## src/rtl/threshold_loader_lowampa_pkg.sv

```systemverilog
// rtl/threshold_loader_lowampa_pkg.sv - shared widths, loader states and address sizing helper
package threshold_loader_pkg;

    localparam int THRESH_BITS = 18;
    localparam int NSETS       = 2;

    typedef enum logic [1:0] {IDLE, PREP, SHIFT, UPDATE} loader_state_t;

    // A single-beam cascade still needs a one-bit address port.
    function automatic int addr_bits(input int nbeams);
        return (nbeams > 1) ? $clog2(nbeams) : 1;
    endfunction

endpackage

```

## src/rtl/threshold_loader_lowampa_if.sv

```systemverilog
// rtl/threshold_loader_lowampa_if.sv - host register port of the threshold loader
interface threshold_loader_lowampa_if
    import threshold_loader_pkg::*;
#(
    parameter int NBEAMS = 2
);
    localparam int AW = addr_bits(NBEAMS);

    logic                   wr_en_i;
    logic                   wr_set_i;
    logic [AW-1:0]          wr_addr_i;
    logic [THRESH_BITS-1:0] wr_data_i;
    logic                   rd_set_i;
    logic [AW-1:0]          rd_addr_i;
    logic [THRESH_BITS-1:0] rd_data_o;

    modport master (
        output wr_en_i, wr_set_i, wr_addr_i, wr_data_i, rd_set_i, rd_addr_i,
        input  rd_data_o
    );

    modport slave (
        input  wr_en_i, wr_set_i, wr_addr_i, wr_data_i, rd_set_i, rd_addr_i,
        output rd_data_o
    );

endinterface

```

## src/rtl/threshold_loader_lowampa_shadow.sv

```systemverilog
// rtl/threshold_loader_lowampa_shadow.sv - dual-set threshold shadow with host and loader read ports
module threshold_shadow_regs
    import threshold_loader_pkg::*;
#(
    parameter int                     NBEAMS      = 2,
    parameter logic [THRESH_BITS-1:0] INIT_THRESH = 18'h3FFFF,
    localparam int                    AW          = addr_bits(NBEAMS)
) (
    input  logic                     clk_i,
    input  logic                     rst_n_i,
    input  logic                     wr_en_i,
    input  logic                     wr_set_i,
    input  logic [AW-1:0]            wr_addr_i,
    input  logic [THRESH_BITS-1:0]   wr_data_i,
    input  logic                     rd_set_i,
    input  logic [AW-1:0]            rd_addr_i,
    output logic [THRESH_BITS-1:0]   rd_data_o,
    input  logic                     ld_en_i,
    input  logic [AW-1:0]            ld_addr_i,
    output logic [2*THRESH_BITS-1:0] ld_data_o
);

    logic [THRESH_BITS-1:0]   mem_q [NSETS][NBEAMS];
    logic [THRESH_BITS-1:0]   rd_q;
    logic [2*THRESH_BITS-1:0] ld_q;
    logic                     wr_ok;
    logic                     rd_ok;
    logic                     rd_hit;

    assign wr_ok  = wr_en_i && (32'(wr_addr_i) < NBEAMS);
    assign rd_ok  = 32'(rd_addr_i) < NBEAMS;
    assign rd_hit = wr_ok && (wr_set_i == rd_set_i) && (wr_addr_i == rd_addr_i);

    always_ff @(posedge clk_i or negedge rst_n_i) begin
        if (!rst_n_i) begin
            for (int s = 0; s < NSETS; s++) begin
                for (int b = 0; b < NBEAMS; b++) begin
                    mem_q[s][b] <= INIT_THRESH;
                end
            end
        end else if (wr_ok) begin
            mem_q[wr_set_i][wr_addr_i] <= wr_data_i;
        end
    end

    // Host readback is write-first; the loader port sees the pre-write contents.
    always_ff @(posedge clk_i or negedge rst_n_i) begin
        if (!rst_n_i) begin
            rd_q <= INIT_THRESH;
        end else if (rd_hit) begin
            rd_q <= wr_data_i;
        end else if (rd_ok) begin
            rd_q <= mem_q[rd_set_i][rd_addr_i];
        end else begin
            rd_q <= '0;
        end
    end

    always_ff @(posedge clk_i or negedge rst_n_i) begin
        if (!rst_n_i) begin
            ld_q <= '0;
        end else if (ld_en_i) begin
            ld_q <= {mem_q[1][ld_addr_i], mem_q[0][ld_addr_i]};
        end
    end

    assign rd_data_o = rd_q;
    assign ld_data_o = ld_q;

endmodule

```

## src/rtl/threshold_loader_lowampa.sv

```systemverilog
// rtl/threshold_loader_lowampa.sv - streams shadow thresholds into the trigger cascade, then strobes update
module threshold_loader_lowampa
    import threshold_loader_pkg::*;
#(
    parameter int                     NBEAMS      = 2,
    parameter logic [THRESH_BITS-1:0] INIT_THRESH = 18'h3FFFF,
    parameter string                  AUTOLOAD    = "TRUE",
    localparam int                    AW          = addr_bits(NBEAMS)
) (
    input  logic                             clk_i,
    input  logic                             rst_n_i,
    threshold_loader_lowampa_if.slave        host,
    input  logic [1:0]                       commit_i,
    output logic                             busy_o,
    output logic                             done_o,
    output logic [2*THRESH_BITS-1:0]         thresh_o,
    output logic [1:0]                       thresh_wr_o,
    output logic [1:0]                       thresh_update_o
);

    localparam bit            AUTO_EN   = (AUTOLOAD == "TRUE");
    localparam logic [AW-1:0] LAST_BEAM = AW'(NBEAMS - 1);

    loader_state_t            state_q, state_d;
    logic [1:0]               pending_q, pending_d;
    logic [1:0]               active_q, active_d;
    logic [AW-1:0]            cnt_q, cnt_d;
    logic                     boot_q;
    logic                     busy_q, busy_d;
    logic                     done_q, done_d;
    logic [1:0]               wr_q, wr_d;
    logic [1:0]               upd_q, upd_d;
    logic                     ld_en;
    logic [AW-1:0]            ld_addr;
    logic [2*THRESH_BITS-1:0] ld_data;

    always_comb begin
        state_d   = state_q;
        pending_d = pending_q | commit_i | {2{boot_q & AUTO_EN}};
        active_d  = active_q;
        cnt_d     = cnt_q;
        busy_d    = busy_q;
        done_d    = 1'b0;
        wr_d      = 2'b00;
        upd_d     = 2'b00;
        ld_en     = 1'b0;
        ld_addr   = cnt_q;
        unique case (state_q)
            IDLE: begin
                if (pending_q != 2'b00) begin
                    state_d   = PREP;
                    active_d  = pending_q;
                    pending_d = commit_i;
                    cnt_d     = LAST_BEAM;
                    busy_d    = 1'b1;
                end
            end
            PREP: begin
                state_d = SHIFT;
                ld_en   = 1'b1;
                wr_d    = active_q;
            end
            SHIFT: begin
                // The fetch for the next beam overlaps the current shift cycle.
                if (cnt_q == '0) begin
                    state_d = UPDATE;
                    upd_d   = active_q;
                    done_d  = 1'b1;
                end else begin
                    ld_en   = 1'b1;
                    ld_addr = cnt_q - AW'(1);
                    cnt_d   = cnt_q - AW'(1);
                    wr_d    = active_q;
                end
            end
            UPDATE: begin
                state_d = IDLE;
                busy_d  = 1'b0;
            end
            default: state_d = IDLE;
        endcase
    end

    always_ff @(posedge clk_i or negedge rst_n_i) begin
        if (!rst_n_i) begin
            state_q   <= IDLE;
            pending_q <= 2'b00;
            active_q  <= 2'b00;
            cnt_q     <= '0;
            boot_q    <= 1'b1;
            busy_q    <= 1'b0;
            done_q    <= 1'b0;
            wr_q      <= 2'b00;
            upd_q     <= 2'b00;
        end else begin
            state_q   <= state_d;
            pending_q <= pending_d;
            active_q  <= active_d;
            cnt_q     <= cnt_d;
            boot_q    <= 1'b0;
            busy_q    <= busy_d;
            done_q    <= done_d;
            wr_q      <= wr_d;
            upd_q     <= upd_d;
        end
    end

    threshold_shadow_regs #(
        .NBEAMS      (NBEAMS),
        .INIT_THRESH (INIT_THRESH)
    ) u_shadow (
        .clk_i     (clk_i),
        .rst_n_i   (rst_n_i),
        .wr_en_i   (host.wr_en_i),
        .wr_set_i  (host.wr_set_i),
        .wr_addr_i (host.wr_addr_i),
        .wr_data_i (host.wr_data_i),
        .rd_set_i  (host.rd_set_i),
        .rd_addr_i (host.rd_addr_i),
        .rd_data_o (host.rd_data_o),
        .ld_en_i   (ld_en),
        .ld_addr_i (ld_addr),
        .ld_data_o (ld_data)
    );

    assign busy_o          = busy_q;
    assign done_o          = done_q;
    assign thresh_o        = ld_data;
    assign thresh_wr_o     = wr_q;
    assign thresh_update_o = upd_q;

endmodule

```

## src/flat_wrapper.sv

```systemverilog
// flat-port wrapper written by rule: the top's interface ports become plain ports
module threshold_loader_lowampa_flat import threshold_loader_pkg::*;
#(
    parameter int                     NBEAMS      = 2,
    parameter logic [THRESH_BITS-1:0] INIT_THRESH = 18'h3FFFF,
    parameter string                  AUTOLOAD    = "    ",
    localparam int                    AW          = addr_bits(NBEAMS)
)
  (clk_i, rst_n_i, commit_i, busy_o, done_o, thresh_o, thresh_wr_o, thresh_update_o, host_wr_en_i, host_wr_set_i, host_wr_addr_i, host_wr_data_i, host_rd_set_i, host_rd_addr_i, host_rd_data_o);
  threshold_loader_lowampa_if #(.NBEAMS(NBEAMS)) host_i ();
  input  logic clk_i;
  input  logic rst_n_i;
  input  logic [1:0] commit_i;
  output logic busy_o;
  output logic done_o;
  output logic [2*THRESH_BITS-1:0] thresh_o;
  output logic [1:0] thresh_wr_o;
  output logic [1:0] thresh_update_o;
  input wire logic [$bits(host_i.wr_en_i)-1:0] host_wr_en_i;
  input wire logic [$bits(host_i.wr_set_i)-1:0] host_wr_set_i;
  input wire logic [$bits(host_i.wr_addr_i)-1:0] host_wr_addr_i;
  input wire logic [$bits(host_i.wr_data_i)-1:0] host_wr_data_i;
  input wire logic [$bits(host_i.rd_set_i)-1:0] host_rd_set_i;
  input wire logic [$bits(host_i.rd_addr_i)-1:0] host_rd_addr_i;
  output wire logic [$bits(host_i.rd_data_o)-1:0] host_rd_data_o;
  assign host_i.wr_en_i = host_wr_en_i;
  assign host_i.wr_set_i = host_wr_set_i;
  assign host_i.wr_addr_i = host_wr_addr_i;
  assign host_i.wr_data_i = host_wr_data_i;
  assign host_i.rd_set_i = host_rd_set_i;
  assign host_i.rd_addr_i = host_rd_addr_i;
  assign host_rd_data_o = host_i.rd_data_o;
  threshold_loader_lowampa #(.NBEAMS(NBEAMS), .INIT_THRESH(INIT_THRESH), .AUTOLOAD(AUTOLOAD)) u_core (.clk_i(clk_i), .rst_n_i(rst_n_i), .host(host_i), .commit_i(commit_i), .busy_o(busy_o), .done_o(done_o), .thresh_o(thresh_o), .thresh_wr_o(thresh_wr_o), .thresh_update_o(thresh_update_o));
endmodule
```

## config.mk

```make
export PLATFORM = sky130hd
export DESIGN_NAME = threshold_loader_lowampa_flat
export DESIGN_NICKNAME = d
export VERILOG_FILES = /design/src/rtl/threshold_loader_lowampa_pkg.sv /design/src/rtl/threshold_loader_lowampa_if.sv /design/src/rtl/threshold_loader_lowampa_shadow.sv /design/src/rtl/threshold_loader_lowampa.sv /design/src/flat_wrapper.sv
export SDC_FILE = /design/constraint.sdc
export NUM_CORES = 1
export LEC_CHECK = 0
export CAP_MARGIN = 20
export CORE_ASPECT_RATIO = 0.5
export CORE_MARGIN = 4
export CORE_UTILIZATION = 48
export CTS_CLUSTER_SIZE = 24
export DETAILED_ROUTE_END_ITERATION = 16
export PLACE_DENSITY = 0.71
export RECOVER_POWER = 25
export SLEW_MARGIN = 0
export SYNTH_ARGS = -nofsm -noshare
export SYNTH_HDL_FRONTEND = slang
export SYNTH_SLANG_ARGS = --single-unit
```

## constraint.sdc

```tcl
create_clock -name clk_i -period 2.76 [get_ports clk_i]
set_clock_uncertainty 0.15 [all_clocks]
set_input_delay 0.414 -clock clk_i [delete_from_list [all_inputs] [get_ports clk_i]]
set_output_delay 0.414 -clock clk_i [all_outputs]
set_load 0.02 [all_outputs]
```

==> metrics.yaml <==
global_routing:
  grt_usage_pct: 16.83
  grt_overflow_total: 0
  grt_pass1_vias: 3863
  antenna_found_initial: 0
  grt_max_degree: 63
  grt_pass1_wl_mm: 20.91
timing:
  slew_headroom_pct: -5.752
  finalCriticalPeriod_ns: 2.206
  finalSetupViolations: 0
  fin_tns_setup_ns: 0
  rsz0062_at_grt: "false"
  timing.fmax_ghz: 0.4532
  worst_slew_pin_slew_ns: 1.586
  min_period_over_period_pct: 79.94
  hold_viol_final: 0
  worst_slack_ns: 0.5537
  slew_viol_final: 62
place:
  pre_cts_ws_ns: 0.4392
  routabilityCongestion: 0.7382
  hpwl_mm: 8.268
  io_buffer_count: 86
  placedCellCount: 635
clock_tree:
  clkSlewWorstSetupHoldPaths_ns: 0.06
  cts_setup_buffers: 0
  ctsLongestPathBuffers: 2
  cts_htree_levels: 4
  cts_root_buf: "clkbuf_16"
  cts_tree: "done"
  numCtsBuffers: 17
  cts_resized: 0
  numClockSinks: 139
  cts_hold_buf: 1
  clock_latency_ns: 0.42
floorplan:
  rows: 29
  die-area_mm2: 0.01580
  core_mm2: 0.01306
  die_x_um: 173.8
  initial_utilization_pct: 50.51
  die_height_um: 90.90
  pin_count: 87
drt:
  routed_wirelength_mm: 12.61
  wire_per_inst_um: 18.88
  firstDrtPassIters: 4
  vias: 3538
  post-route-drc-count: 0
  drt_iter0_markers: 183
  final_antenna_net_count: 0
  via_per_inst: 5.296
setup_path:
  timing.rr.start: "u_core.state_q[0]"
  critPathKind: "reg -> reg"
  critPathCapture: "u_core.u_shadow.ld_data_o[3]"
  rrSetupSlack_ns: 0.55
  critPathArrivalTime_ns: 2.36
  crit_path_start: "u_core.state_q[0]"
  reg2reg_to: "u_core.u_shadow.ld_data_o[3]"
  startpoint_type: "flip-flop"
  reg2reg_depth: 6
  crit_fanout: 36
  cp-end-kind: "flip-flop"
  crit_required_ns: 2.92
synth:
  synthTopCellsByArea: "dfstp_2, dfrtp_1, mux2_4"
  syn_area_mm2: 0.006598
  synth_nets: 418
  synth_flop_cell: "dfstp_2"
  ys_warn_count: 0
  syn-instance-count: 385
  synth_area_per_cell_um2: 17.14
  yosysTopAreaCellShare_pct: 35.84
  synthArstFlopShare_pct: 100.0
  yosys.area.top_type: "dfstp_2"
  ys_seq_area_share_pct: 54.43
  ys_ff_latch: 139
  synth_edf_count: 0
  ys_types: 31
cells_and_area:
  area_delta_synth_final_pct: 24.77
  nNetsFinal: 518
  antenna_cells: 0
  fin_cells: 668
  drive_gt1_share_pct: 66.06
  postLayoutCoreUtil_pct: 63.02
min_path:
  worstHoldPathType: "reg -> reg"
outcome:
  failed_checks: "capacitance limit, slew limit"
  status: "finished, violations left"
power:
  max-vdd-ir-drop_mv: 0.5512
  total_power_uw: 9456
  p_per_area_mw_per_mm2: 1149
  power.leakage_uw: 0.003470
flow_run:
  max_cap_viol_count: 1
==> cell usage in the layout, fill, tap and decap left out, drive strengths merged, types with 6 or more instances in the layout <==
cell	count
mux2	163
dfstp	90
clkdlybuf4s50	84
dfrtp	49
clkbuf	19
mux4	18
buf	14
nand2	9
clkinv	8
ha	6
inv	6
==> synthesized netlist by cell type (all sizes together) (3+ instances only) <==
library cell,count
mux4,18
nand2,9
ha,6
inv,4
buf,19
a21oi,3
dfstp,90
mux2,163
dfrtp,49
==> layout make-up <==
type	count	area (um2)
clock buffers	18	429.2
clock inverters	14	170.2
fillers	969	4831
inverters	4	15.01
multi-input cells	223	2830
flip-flops and latches	139	3591
well taps	170	212.7
repair buffers	100	983.4
==> report_power, final <==
group / internal, uW / leakage, uW / switching (uW)
sequential: 2860 / 0.00153 / 378
clock: 1420 / 0.000294 / 877
combinational: 2320 / 0.00164 / 1590
==> registers in the layout, indices dropped and copies added (netlist names), 2 cells and up <==
name / cells
u_core.thresh_update_o: 2
u_core.pending_q: 2
u_core.u_shadow.rd_data_o: 18
u_core.u_shadow.mem_q: 72
u_core.u_shadow.ld_data_o: 36
u_core.state_q: 2
u_core.active_q: 2
u_core.thresh_wr_o: 2
==> kinds of logic (layout without fill, tap and decap cells) <==
logic type	Yosys count	count (layout)	share of synthesized area (%)
AO/OA/AOI/OAI	9	9	0.8344
XOR/XNOR	2	2	0.2656
adder cells (fa/ha/maj)	6	6	1.138
buffers and inverters	23	136	2.902
flip-flops	139	139	54.43
multiplexers	182	182	38.10
AND/OR/NAND/NOR	24	24	2.333
==> how the worst min path moves through the flow <==
stage | from | end | slack, ns | cells past startpoint
floorplan | rst_n_i | u_core.active_q[0] | -0.03 | 0
global placement | rst_n_i | u_core.u_shadow.ld_data_o[12] | 0.28 | 1
detailed placement | rst_n_i | u_core.u_shadow.ld_data_o[12] | 0.29 | 1
CTS | u_core.active_q[0] | u_core.active_q[0] | 0.35 | 2
global route | u_core.u_shadow.ld_data_o[10] | u_core.u_shadow.ld_data_o[10] | 0.38 | 1
finish | u_core.active_q[0] | u_core.active_q[0] | 0.35 | 2
==> layer usage <==
metal  part of all wire (%)  vias up  track usage [%]
met3                    3.7       10            4.684
li1                       -     1617                -
met2                     46       60            25.46
met5                      0        -                0
met1                     50     1851            24.03
met4                   0.82        0            4.740
==> per-stage QoR <==
stage,hold slack [ns],instance area [um2]
finish,0.3473,8232
global route,0.3761,8232
CTS,0.3519,8238
detailed placement,0.2906,7629
floorplan,-0.03159,6598
global placement,0.2841,7629
==> critical path, stage by stage (launching register included) <==
cell,delay (ns)
dfrtp_1,0.40
inv_1,0.16
ha_1,0.28
nand2b_2,0.18
buf_12,0.28
mux2_2,0.38
mux2_2,0.26
Power figures use the tool's default switching activity.
